**src/rtl/conv_in_pkg.sv**
```systemverilog
// Shared constants, state encoding and bank-rotation helper for the
// three-channel, 13-bank input RAM path. Also used by the output unscrambler.
package conv_in_pkg;

  localparam int NUM_BANKS = 13;
  localparam int DEPTH     = 19;
  localparam int ADDR_W    = 5;
  localparam int KSIZE     = 3;
  localparam int NUM_POS   = NUM_BANKS - KSIZE + 1;
  localparam int COL_W     = 4;
  localparam int PASS_W    = 4;
  localparam int PAT_W     = 5;

  typedef enum logic [1:0] {
    ST_IDLE  = 2'd0,
    ST_LOAD  = 2'd1,
    ST_READ  = 2'd2,
    ST_DRAIN = 2'd3
  } in_ctrl_state_t;

  // (k + pass) mod NUM_BANKS; the sum never reaches 2*NUM_BANKS, so a single
  // conditional subtract is enough.
  function automatic logic [PAT_W-1:0] bank_rot(input logic [COL_W-1:0] k,
                                               input logic [PASS_W-1:0] pass);
    logic [PAT_W-1:0] sum;
    sum = PAT_W'(k) + PAT_W'(pass);
    if (sum >= PAT_W'(NUM_BANKS)) sum = sum - PAT_W'(NUM_BANKS);
    return sum;
  endfunction

endpackage

```
**src/rtl/rd_valid_pipe.sv**
```systemverilog
// RAM read-latency tracker: delays the issue flag and the last-row flag by
// LAT cycles and reports when no read is in flight.
//   clk, rst_n      : clock, async active-low reset
//   issue, last_row : read issued this cycle / issued row is the final row
//   rd_valid        : issue delayed LAT cycles
//   rd_last_row     : last_row delayed LAT cycles
//   empty           : no issued read still in the pipe
module rd_valid_pipe #(
  parameter int LAT = 1
) (
  input  logic clk,
  input  logic rst_n,
  input  logic issue,
  input  logic last_row,
  output logic rd_valid,
  output logic rd_last_row,
  output logic empty
);

  logic [LAT-1:0] vld_pipe;
  logic [LAT-1:0] last_pipe;

  always_ff @(posedge clk or negedge rst_n) begin
    if (!rst_n) begin
      vld_pipe  <= '0;
      last_pipe <= '0;
    end else begin
      vld_pipe[0]  <= issue;
      last_pipe[0] <= issue & last_row;
      for (int i = 1; i < LAT; i++) begin
        vld_pipe[i]  <= vld_pipe[i-1];
        last_pipe[i] <= last_pipe[i-1];
      end
    end
  end

  assign rd_valid    = vld_pipe[LAT-1];
  assign rd_last_row = last_pipe[LAT-1];
  assign empty       = ~|vld_pipe;

endmodule

```
**src/rtl/ram_input_ctrl.sv**
```systemverilog
// Load/read sequencer for the 13-bank input RAM. LOAD writes a raster tile
// one bank per beat; READ sweeps all rows once per window position and
// rotates the per-lane bank index so lanes 0..KSIZE-1 see the active window.
//   clk, rst_n                 : clock, async active-low reset
//   start                      : begin a job (IDLE only)
//   in_valid / in_ready        : pixel beat handshake (LOAD)
//   addr_write, write_enable   : row and one-hot bank enable of the write
//   rd_ready                   : consumer allows a read issue
//   addr_read                  : row being read (registered on issue)
//   pattern_out0..12           : bank index read by each lane
//   rd_valid, rd_last_row      : RAM data valid / last row of the pass
//   pass_idx                   : current window position
//   busy, done                 : job in progress / one-cycle completion
module ram_input_ctrl
  import conv_in_pkg::*;
#(
  parameter int RD_LAT = 1
) (
  input  logic                 clk,
  input  logic                 rst_n,
  input  logic                 start,
  input  logic                 in_valid,
  output logic                 in_ready,
  output logic [ADDR_W-1:0]    addr_write,
  output logic [NUM_BANKS-1:0] write_enable,
  input  logic                 rd_ready,
  output logic [ADDR_W-1:0]    addr_read,
  output logic [PAT_W-1:0]     pattern_out0,
  output logic [PAT_W-1:0]     pattern_out1,
  output logic [PAT_W-1:0]     pattern_out2,
  output logic [PAT_W-1:0]     pattern_out3,
  output logic [PAT_W-1:0]     pattern_out4,
  output logic [PAT_W-1:0]     pattern_out5,
  output logic [PAT_W-1:0]     pattern_out6,
  output logic [PAT_W-1:0]     pattern_out7,
  output logic [PAT_W-1:0]     pattern_out8,
  output logic [PAT_W-1:0]     pattern_out9,
  output logic [PAT_W-1:0]     pattern_out10,
  output logic [PAT_W-1:0]     pattern_out11,
  output logic [PAT_W-1:0]     pattern_out12,
  output logic                 rd_valid,
  output logic                 rd_last_row,
  output logic [PASS_W-1:0]    pass_idx,
  output logic                 busy,
  output logic                 done
);

  in_ctrl_state_t state, state_nx;
  logic [ADDR_W-1:0] row;
  logic [COL_W-1:0]  col;
  logic [PASS_W-1:0] pass;
  logic accept, issue, row_end, col_end, pass_end, pipe_empty;
  logic [NUM_BANKS-1:0][PAT_W-1:0] pat;

  assign row_end  = (row == ADDR_W'(DEPTH - 1));
  assign col_end  = (col == COL_W'(NUM_BANKS - 1));
  assign pass_end = (pass == PASS_W'(NUM_POS - 1));

  assign accept = (state == ST_LOAD) & in_valid;
  assign issue  = (state == ST_READ) & rd_ready;

  always_comb begin
    state_nx = state;
    done     = 1'b0;
    case (state)
      ST_IDLE:  if (start) state_nx = ST_LOAD;
      ST_LOAD:  if (accept & col_end & row_end) state_nx = ST_READ;
      ST_READ:  if (issue & row_end & pass_end) state_nx = ST_DRAIN;
      ST_DRAIN: if (pipe_empty) begin
                  done     = 1'b1;
                  state_nx = ST_IDLE;
                end
      default:  state_nx = ST_IDLE;
    endcase
  end

  always_ff @(posedge clk or negedge rst_n) begin
    if (!rst_n) state <= ST_IDLE;
    else        state <= state_nx;
  end

  // row/col/pass counters. row is reused: write row in LOAD, read row in READ.
  always_ff @(posedge clk or negedge rst_n) begin
    if (!rst_n) begin
      row       <= '0;
      col       <= '0;
      pass      <= '0;
      addr_read <= '0;
    end else begin
      if ((state == ST_IDLE) && start) begin
        row  <= '0;
        col  <= '0;
        pass <= '0;
      end
      if (accept) begin
        if (col_end) begin
          col <= '0;
          row <= row_end ? '0 : row + 1'b1;
        end else begin
          col <= col + 1'b1;
        end
      end
      if (issue) begin
        addr_read <= row;
        if (row_end) begin
          row <= '0;
          // Hold the final window position so pass never leaves 0..NUM_POS-1.
          if (!pass_end) pass <= pass + 1'b1;
        end else begin
          row <= row + 1'b1;
        end
      end
    end
  end

  assign in_ready     = (state == ST_LOAD);
  assign busy         = (state != ST_IDLE);
  assign addr_write   = row;
  assign write_enable = accept ? (NUM_BANKS'(1) << col) : '0;
  assign pass_idx     = pass;

  rd_valid_pipe #(.LAT(RD_LAT)) u_rd_pipe (
    .clk         (clk),
    .rst_n       (rst_n),
    .issue       (issue),
    .last_row    (row_end),
    .rd_valid    (rd_valid),
    .rd_last_row (rd_last_row),
    .empty       (pipe_empty)
  );

  for (genvar k = 0; k < NUM_BANKS; k++) begin : g_rot
    assign pat[k] = bank_rot(COL_W'(k), pass);
  end

  assign pattern_out0  = pat[0];
  assign pattern_out1  = pat[1];
  assign pattern_out2  = pat[2];
  assign pattern_out3  = pat[3];
  assign pattern_out4  = pat[4];
  assign pattern_out5  = pat[5];
  assign pattern_out6  = pat[6];
  assign pattern_out7  = pat[7];
  assign pattern_out8  = pat[8];
  assign pattern_out9  = pat[9];
  assign pattern_out10 = pat[10];
  assign pattern_out11 = pat[11];
  assign pattern_out12 = pat[12];

endmodule
```
**config.mk**
```make
export PLATFORM = sky130hd
export DESIGN_NAME = ram_input_ctrl
export DESIGN_NICKNAME = d
export VERILOG_FILES = /design/src/rtl/conv_in_pkg.sv /design/src/rtl/rd_valid_pipe.sv /design/src/rtl/ram_input_ctrl.sv
export SDC_FILE = /design/constraint.sdc
export NUM_CORES = 1
export LEC_CHECK = 0
export ABC_AREA = 1
export CORE_UTILIZATION = 65
export CTS_CLUSTER_SIZE = 8
export DETAILED_ROUTE_END_ITERATION = 8
export DONT_BUFFER_PORTS = 1
export PLACE_DENSITY = 0.89
export SYNTH_ARGS = -nofsm -noshare
export SYNTH_HDL_FRONTEND = slang
export SYNTH_SLANG_ARGS = --single-unit
```
**constraint.sdc**
```tcl
create_clock -name clk -period 2.9 [get_ports clk]
set_input_delay 0.435 -clock clk [delete_from_list [all_inputs] [get_ports clk]]
set_output_delay 0.435 -clock clk [all_outputs]
set_load 0.02 [all_outputs]
```
# == Yosys cells after proc, flatten, opt, wreduce, memory -nomap -nowiden ==
# Index checks and enable logic that the tools add are counted.
# classes
n_mul,0
shifts,1
eq_ne,10
muxes,33
bitwise,6
div_mod_pow,0
add_sub_neg,28
n_lt_le_gt_ge,13
reduce_logical,5
# ops
cell,n
5-bit 2-to-1 mux,18
5-bit by 4-bit greater-or-equal comparator with 1-bit output (second input constant),12
5-bit by 4-bit subtractor with 5-bit output (second input constant),12
4-bit 2-to-1 mux,7
4-bit by 4-bit adder with 5-bit output (first input constant),5
3-bit by 4-bit adder with 5-bit output (first input constant),4
13-bit 2-to-1 mux,1
1-bit by 4-bit << shifter with 13-bit output (first input constant),1
2-bit by 4-bit adder with 5-bit output (first input constant),2
4-bit by 1-bit adder with 4-bit output (second input constant),2
4-bit == test (second input constant),2
2-bit 2-to-1 mux,4
2-bit one-hot mux with 4 select lines,1
1-bit AND,6
1-bit by 4-bit adder with 5-bit output (first input constant),1
5-bit by 1-bit adder with 5-bit output (second input constant),1
5-bit == test (second input constant),1
4-bit by 4-bit subtractor with 5-bit output (second input constant),1
2-bit == test (second input constant),2
4-bit greater-or-equal comparator (second input constant),1
2-bit by 1-bit inequality test with 1-bit output (second input constant),2
2-bit inequality test (second input constant),2
4-bit AND reduction,1
2-bit nonzero test,2
other kinds (4),5
# word_totals
rom_bits,0
word_cells,103
ram_bits,0
mem_count,0
register_bits,22
latch_bits,0

# == Logic depth before layout (Yosys ltp) ==
# Gate-level depths: netlist (run 1).
# logic_depth
word_depth,6
depth_mapped,12

# == By module ==
# Synthesis (run 1) repeated with hierarchy kept, for this count alone.
# hier_totals
hier_cells,475
hier_area_um2,3109.2
# modules_own_cells
module,seq_area_each_um2,cells_each,n_inst,area_each_um2
ram_input_ctrl,500.5,470,1,3047.9
rd_valid_pipe,50.0,5,1,61.3

# == Least setup slack after synthesis (run 1) ==
# OpenSTA, ideal clock, no wires.
# synth_path
path_type,flip-flop to output port
start,"reg pass[1], in the netlist pass_idx[1]"
end,out pattern_out11[2]
t_arrival_ns,2.290
path_stages_with_launch,10
path_buffers,1
setup_slack_ns,0.175
required_ns,2.465
cell_sequence,dfrtp_1 inv_1 ha_1 buf_2 nand2_1 inv_2 nand2_1 nand3_2 nand2_2 o21ai_0
# synth_via
elab_chain_len,3
word_cells_on_any_way,4
classes_between,2 x add/sub; 1 x order compare; 1 x mux
# synth_rtl
item,line,source
from (decl),ram_input_ctrl.sv:51,logic [PASS_W-1:0] pass;
from (signal assigned),ram_input_ctrl.sv:108,if (!pass_end) pass <= pass + 1'b1;
4-bit by 4-bit adder with 5-bit output *,conv_in_pkg.sv:26,sum = PAT_W'(k) + PAT_W'(pass);
5-bit by 4-bit subtractor with 5-bit output / 5-bit by 4-bit greater-or-equal comparator with 1-bit output (equally long branches),conv_in_pkg.sv:27,if (sum >= PAT_W'(NUM_BANKS)) sum = sum - PAT_W'(NUM_BANKS);
5-bit 2-to-1 mux *,conv_in_pkg.sv:27,
to (decl),ram_input_ctrl.sv:39,"output logic [PAT_W-1:0] pattern_out11,"
# Mark *: on every way between the ends. The rest lies on a longest branch, timed or not.

# == Worst setup path in the final report (run 1) ==
# layout_path
start,"reg pass[2], in the netlist pass_idx[2]"
end,out pattern_out6[4]
# layout_via
elab_chain_len,3
word_cells_on_any_way,4
classes_between,2 x add/sub; 1 x order compare; 1 x mux
# layout_rtl
item,line,source
3-bit by 4-bit adder with 5-bit output *,conv_in_pkg.sv:26,
5-bit by 4-bit subtractor with 5-bit output / 5-bit by 4-bit greater-or-equal comparator with 1-bit output (equally long branches),conv_in_pkg.sv:27,
5-bit 2-to-1 mux *,conv_in_pkg.sv:27,
to (decl),ram_input_ctrl.sv:34,"output logic [PAT_W-1:0] pattern_out6,"
# Marked as above.

==> run summary, run 1 <==
post-layout instance count excluding filler cells: 562
design internal power: 645 uW
Hold Crit Class: in -> reg
setup slack after layout: 0.141 ns
Avg Vias per Cell: 5.62
clock network fraction of total power: 0.183
run status: complete, but fails checks
final period utilization: 0.951
area share of the largest cell type after synthesis: 0.176
Final Hold Fails: 0
leakage power total: 0.00191 uW
final RePlAce weighted congestion: 0.914
Synth Cell Area: 3130 um2
H-tree levels: 1
detailed-route wire length per cell: 13.7 um
vertical extent of the die: 71.4 um
width of the die: 71.4 um
number of failing setup endpoints in the final timing report: 0
buffer levels on the longest clock path: 2
most used flip-flop cell after synthesis: sky130_fd_sc_hd__dfrtp_1
starting utilization of the core area: 0.695
number of sinks on the clock net: 22
post-synthesis sequential element count: 22
CTS Buf Count: 3
fraction of power consumed by combinational cells: 0.365
sort of element at the end of the critical path: output pin
Post-Syn Nets: 511
via count of the first global-routing pass: 2934
areal power density over the cells: 328 nW/um2
Via Count: 3159
crit path max fanout: 19
MaxCap Viol Count: 0
switching portion of total power: 0.445
violations in the final reports: DRC
final max-slew violation count: 0
final-stage net count: 552
area of the die: 5100 um2
total half-perimeter wirelength after legalization and detailed placement: 5920 um
maximum number of pins on one net before global-route repair: 26
post-CTS setup-driven buffer insertion count: 0
endpoint required time on the critical path: 2.47 ns
Setup WS pre-CTS: 0.450 ns
number of enable flip-flop cells after synthesis: 0
post-synthesis cell count: 470
wire length of the first global-routing pass: 12600 um
post-route cell area: 3540 um2
Yosys Warn Count: 0
number of rows created at floorplan: 24
master cell of the clock root buffer: sky130_fd_sc_hd__clkbuf_8
core area: 4500 um2
commonest non-fill, non-tap cells in the layout: sky130_fd_sc_hd__nand2_1, sky130_fd_sc_hd__inv_1, sky130_fd_sc_hd__buf_4, sky130_fd_sc_hd__ha_1, sky130_fd_sc_hd__o21ai_0
Port Buffers: 0
maximum clock frequency: 362 MHz
placed cell count: 557
unrepaired setup endpoints after global routing: yes
top-level port count: 102
CP Data Arrival Time: 2.32 ns
most common cell after layout, fill and taps aside: sky130_fd_sc_hd__nand2_1
total wire length: 7680 um
critical path startpoint category: flip-flop
grt ovf: 0
slew at the pin closest to its max-slew limit: 0.937 ns
maximum ir drop on the vdd rail: 0.604 mV
clk_skew: 0.00142 ns
ant diodes: 0
kind of critical path: reg -> out
clock-pin transition on the worst setup and hold timing paths: 0.07 ns
Seq pwr share: 0.451
violation count after the first detailed-routing iteration: 210
number of distinct library cells after synthesis: 36
gr usage total: 0.299
post-synth top area cell: sky130_fd_sc_hd__dfrtp_1
detailed-router iteration count before antenna repair: 8
Detail Route Antenna Nets: 0
remaining max-slew budget at the tightest pin: 0.374
layout cells sized above 1: 0.190
share of synthesized flip-flops with an asynchronous set or reset: 1.00
post-layout minimum cycle time: 2.76 ns
count of unresolved DRC violations after routing: 7
number of antenna violations at the first check in global routing: 0
DP Area: 3460 um2
mean instance size in the synthesized netlist: 6.66 um2
top post-synthesis cells by area: sky130_fd_sc_hd__dfrtp_1, sky130_fd_sc_hd__nand2_1, sky130_fd_sc_hd__ha_1
source-to-sink clock delay at the later pin of the worst-skew pair: 0.26 ns
Syn-to-layout area delta: 13.0%
part of the Yosys area used for sequential elements: 0.176
switching power total: 516 uW
clock tree from TritonCTS: built
final cells by class:
type,instances,area (um2)
Multi-Input combinational cell,374,2260
Fill cell,326,967
Sequential cell,22,552
Timing Repair Buffer,47,359
Inverter,63,245
Tap cell,52,65.1
Clock buffer,4,55.1
stage by stage:
stage / power (uW) / TNS (ns) / hold WS (ns) / utilization
2_1_floorplan: 850 / 0 / 0.139 / -
3_3_place_gp: 918 / 0 / 0.140 / 0.769
3_5_place_dp: 942 / 0 / 0.140 / 0.769
4_1_cts: 1160 / 0 / 0.498 / 0.783
5_1_grt: 1240 / -0.0197 / 0.533 / 0.785
6_report: 1160 / 0 / 0.500 / 0.785
power groups by stage:
| stage | Clock (uW) | Sequential (uW) | Combinational [uW] |
|---|---|---|---|
| 2_1_floorplan | 0 | 505 | 344 |
| 3_3_place_gp | 0 | 523 | 394 |
| 3_5_place_dp | 0 | 528 | 414 |
| 4_1_cts | 216 | 524 | 424 |
| 5_1_grt | 227 | 535 | 479 |
| 6_report | 213 | 524 | 424 |
registers in the layout (all words and copies together), names as in the netlist:
signal / cells
u_rd_pipe.rd_valid: 1
pass_idx: 4
state: 2
col: 4
addr_read: 5
addr_write: 5
u_rd_pipe.rd_last_row: 1
logic make-up after synthesis:
logic type,count (synthesis),share of synthesized area
AOI/OAI and AO/OA,68,0.126
xor gates and xnor gates,20,0.0584
adders and majority gates,36,0.144
buffers and inverters,74,0.102
DFF,22,0.176
muxes,1,0.00320
and+or+nand+nor,249,0.390
critical path, cell delays in order (launching register included):
cell,delay (ns)
sky130_fd_sc_hd__dfrtp_1,0.45
sky130_fd_sc_hd__inv_2,0.32
sky130_fd_sc_hd__ha_1,0.44
sky130_fd_sc_hd__inv_1,0.25
sky130_fd_sc_hd__nand3_1,0.15
sky130_fd_sc_hd__nand2_1,0.09
sky130_fd_sc_hd__inv_1,0.03
sky130_fd_sc_hd__o21ai_0,0.17
sky130_fd_sc_hd__inv_1,0.15
synthesized netlist by cell type (5+ instances only):
cell / instances
sky130_fd_sc_hd__dfrtp_1: 22
sky130_fd_sc_hd__nand2_1: 142
sky130_fd_sc_hd__xor2_1: 14
sky130_fd_sc_hd__nand2_4: 7
sky130_fd_sc_hd__inv_1: 53
sky130_fd_sc_hd__a21oi_1: 13
sky130_fd_sc_hd__buf_2: 5
sky130_fd_sc_hd__nor2_1: 30
sky130_fd_sc_hd__xnor2_1: 5
sky130_fd_sc_hd__o21ai_0: 33
sky130_fd_sc_hd__o22ai_1: 9
sky130_fd_sc_hd__ha_1: 36
sky130_fd_sc_hd__o21ai_1: 8
sky130_fd_sc_hd__nand4_1: 13
sky130_fd_sc_hd__nand3_2: 5
sky130_fd_sc_hd__nand3_1: 29
sky130_fd_sc_hd__nand2_2: 9
sky130_fd_sc_hd__inv_2: 8
worst paths after layout:
check | from | to | slack [ns] | cells past startpoint
setup / recovery | pass_idx[2] | pattern_out6[4] | 0.14 | 8
hold / removal | start | pass_idx[0] | 0.50 | 3
setup reg to reg | state[1] | state[1] | 0.93 | 9
hold reg to reg | state[0] | state[0] | 0.55 | 2
max in group asynchronous | rst_n | pass_idx[1] | 1.51 | 1
min in group asynchronous | rst_n | col[1] | 0.76 | 1
layer usage:
metal  vias up  global-route usage  part of all wire
met5         -                   0                 0
li1       1593                   -                 -
met4         0               0.120             0.025
met1      1429               0.358              0.41
met2       121               0.547              0.50
met3        16              0.0309             0.060
what timing repair did:
action | in CTS | in global routing
endpoints found under the setup margin | 0 | 6
endpoints found under the hold margin | 22 | 0
resized for setup | 0 | 3
hold buffers | 1 | 0
Note: power is estimated with default switching activity, not from simulation.
==> run 2, diff against run 1 <==
- MAX_ROUTING_LAYER: not set -> met4
==> run 2 against run 1 <==
  * The flow still finishes with violations (DRC)
  * Maximum frequency rose by 0.62%
  * First-iteration DRC count fell by 23%
  * Critical endpoint is now pattern_out9[0]
  * Core utilization fell by 0.25 points
  * Via count barely moved
  * Die area did not move
  * Highest routed layer unchanged
  * Clock-buffer cell count fell by 1
==> run summary, run 2 (synthesis gave the netlist of run 1 again) <==
run status: complete, but fails checks
violations in the final reports: DRC
unrepaired setup endpoints after global routing: no
detailed-route wire length per cell: 13.6 um (-0.55%)
layout cells sized above 1: 0.191 (+0.000374)
number of rows created at floorplan: 24 (unchanged)
source-to-sink clock delay at the later pin of the worst-skew pair: 0.26 ns (about the same)
leakage power total: 0.00190 uW (-0.54%)
area of all sequential standard cells: 552 um2 (unchanged)
clock-pin transition on the worst setup and hold timing paths: 0.07 ns (about the same)
area of the die: 5100 um2 (unchanged)
CTS Buf Count: 3 (unchanged)
cell count of the worst reg-to-reg path: 6 (-3)
sum of negative setup slack: 0 ns (unchanged)
Hold Crit Class: in -> reg
CP max stage delay: 0.45 ns (about the same)
number of cells traversed by the worst hold path: 3 (unchanged)
wire length of the first global-routing pass: 12600 um (-0.16%)
maximum clock frequency: 365 MHz (+0.62%)
launch point of the worst reg-to-reg path: state[1]
buffer levels on the longest clock path: 2 (unchanged)
gr usage total: 0.308 (+0.00934)
width of the die: 71.4 um (unchanged)
starting utilization of the core area: 0.695 (unchanged)
Crit Reg-Reg Endpoint: addr_write[0]
Min-Delay Startpoint: start
Syn-to-layout area delta: 12.6%
clk_skew: 0.00162 ns (+0.000203 ns)
FILL cells: 337 (+3.4%)
final RePlAce weighted congestion: 0.930 (+1.7%)
via count of the first global-routing pass: 2872 (-2.1%)
H-tree levels: 1 (unchanged)
ant diodes: 0 (unchanged)
DP Area: 3460 um2 (unchanged)
total half-perimeter wirelength after legalization and detailed placement: 5980 um (+0.97%)
grt ovf: 0 (unchanged)
CP Cell Sequence: inv_1 > ha_1 > buf_4 > nor2_1 > nand2_1 > nand3_1 > nand2_2 > xor2_1 > buf_4
total wire length: 7620 um (-0.73%)
Port Buffers: 0 (unchanged)
final-stage net count: 552 (unchanged)
CP Data Arrival Time: 2.31 ns (about the same)
crit path max fanout: 8 (-11)
slowest cell on the critical path: sky130_fd_sc_hd__dfrtp_2
number of failing setup endpoints in the final timing report: 0 (unchanged)
number of sinks on the clock net: 22 (unchanged)
post-layout minimum cycle time: 2.74 ns (-0.0170 ns)
top-level port count: 102 (unchanged)
clock tree from TritonCTS: built
most common cell after layout, fill and taps aside: sky130_fd_sc_hd__nand2_1
master cell of the clock root buffer: sky130_fd_sc_hd__clkbuf_8
Avg Vias per Cell: 5.63 (+0.21%)
register-to-register path setup slack: 0.88 ns (-0.05 ns)
post-route cell area: 3530 um2 (-0.32%)
endpoint required time on the critical path: 2.47 ns (about the same)
MaxCap Viol Count: 0 (unchanged)
cell mode on critical path: sky130_fd_sc_hd__buf_4
Worst Hold End: pass_idx[0]
sort of element at the end of the critical path: output pin
Detail Route Antenna Nets: 0 (unchanged)
Final Hold Fails: 0 (unchanged)
Overall Power: 1130 uW (-3.0%)
maximum ir drop on the vdd rail: 0.547 mV (-9.4%)
areal power density over the cells: 319 nW/um2 (-2.6%)
violation count after the first detailed-routing iteration: 162 (-23%)
remaining max-slew budget at the tightest pin: 0.373 (-0.000899)
number of antenna violations at the first check in global routing: 0 (unchanged)
slew at the pin closest to its max-slew limit: 0.938 ns (+0.00134 ns)
vertical extent of the die: 71.4 um (unchanged)
Via Count: 3160 (+0.032%)
combined area of the multi-input logic cells: 2260 um2 (+0.11%)
commonest non-fill, non-tap cells in the layout: sky130_fd_sc_hd__nand2_1, sky130_fd_sc_hd__inv_1, sky130_fd_sc_hd__buf_4, sky130_fd_sc_hd__ha_1, sky130_fd_sc_hd__o21ai_0
count of unresolved DRC violations after routing: 7 (unchanged)
final period utilization: 0.946 (-0.00587)
maximum number of pins on one net before global-route repair: 26 (unchanged)
kind of critical path: reg -> out
detailed-router iteration count before antenna repair: 7 (-1)
final max-slew violation count: 0 (unchanged)
critical path startpoint category: flip-flop
core area: 4500 um2 (unchanged)
[run 2: changes by cell type in the layout (fill, tap and decap cells not counted)]
cell                       delta
sky130_fd_sc_hd__clkbuf_8     -1
sky130_fd_sc_hd__ha_1         -1
sky130_fd_sc_hd__ha_2         +1
[run 2: timing repair]
| item | CTS | global route |
|---|---|---|
| gates resized for setup | 0 | 4 |
| setup buffers | 0 | 0 |
| setup endpoints to repair | 0 | 6 |
| hold endpoints to repair | 22 | 0 |
| hold buffers | 1 | 0 |
[run 2: area by class of cell]
type                    instances  area share
flip-flops and latches         22       0.156
multi-input cells             374       0.642
repair buffers                 47       0.102
clock buffers                   3      0.0117
inverters                      63      0.0696
well taps                      52      0.0185
[run 2: metal layers]
metal	wire, um	GRT usage
met4	159	0.0911
met3	439	0.0295
met2	3920	0.550
met1	3100	0.368
met5	0	-
[run 2: worst max path at each step]
stage / start / to / slack, ns
after CTS: pass_idx[1] / pattern_out5[0] / 0.15
after global routing: pass_idx[2] / pattern_out6[4] / 0.003
after detailed placement: pass_idx[1] / pattern_out5[0] / 0.44
final: pass_idx[1] / pattern_out9[0] / 0.16
after global placement: pass_idx[0] / pattern_out5[0] / 0.48
after floorplan: pass_idx[1] / pattern_out11[2] / 0.18
[run 2: power by group]
| part | internal, uW | switching, uW |
|---|---|---|
| combinational | 140 | 287 |
| sequential | 383 | 138 |
| clock | 92.5 | 85.7 |
| total | 616 | 511 |
[run 2: metrics by stage]
step           instances  setup WS (ns)   util  hold slack, ns
2_1_floorplan        470          0.175      -           0.139
3_3_place_gp         557          0.478  0.769           0.140
3_5_place_dp         557          0.441  0.769           0.140
4_1_cts              561          0.151  0.780           0.509
5_1_grt              561        0.00254  0.783           0.527
6_report             561          0.158  0.783           0.516
[run 2: critical path, delay by kind of cell (launching register included)]
family,cells,cell delay [ns]
and+or+nand+nor,4,0.49
buffers and inverters,3,0.60
adders and majority gates,1,0.33
DFF,1,0.45
xor gates and xnor gates,1,0.19
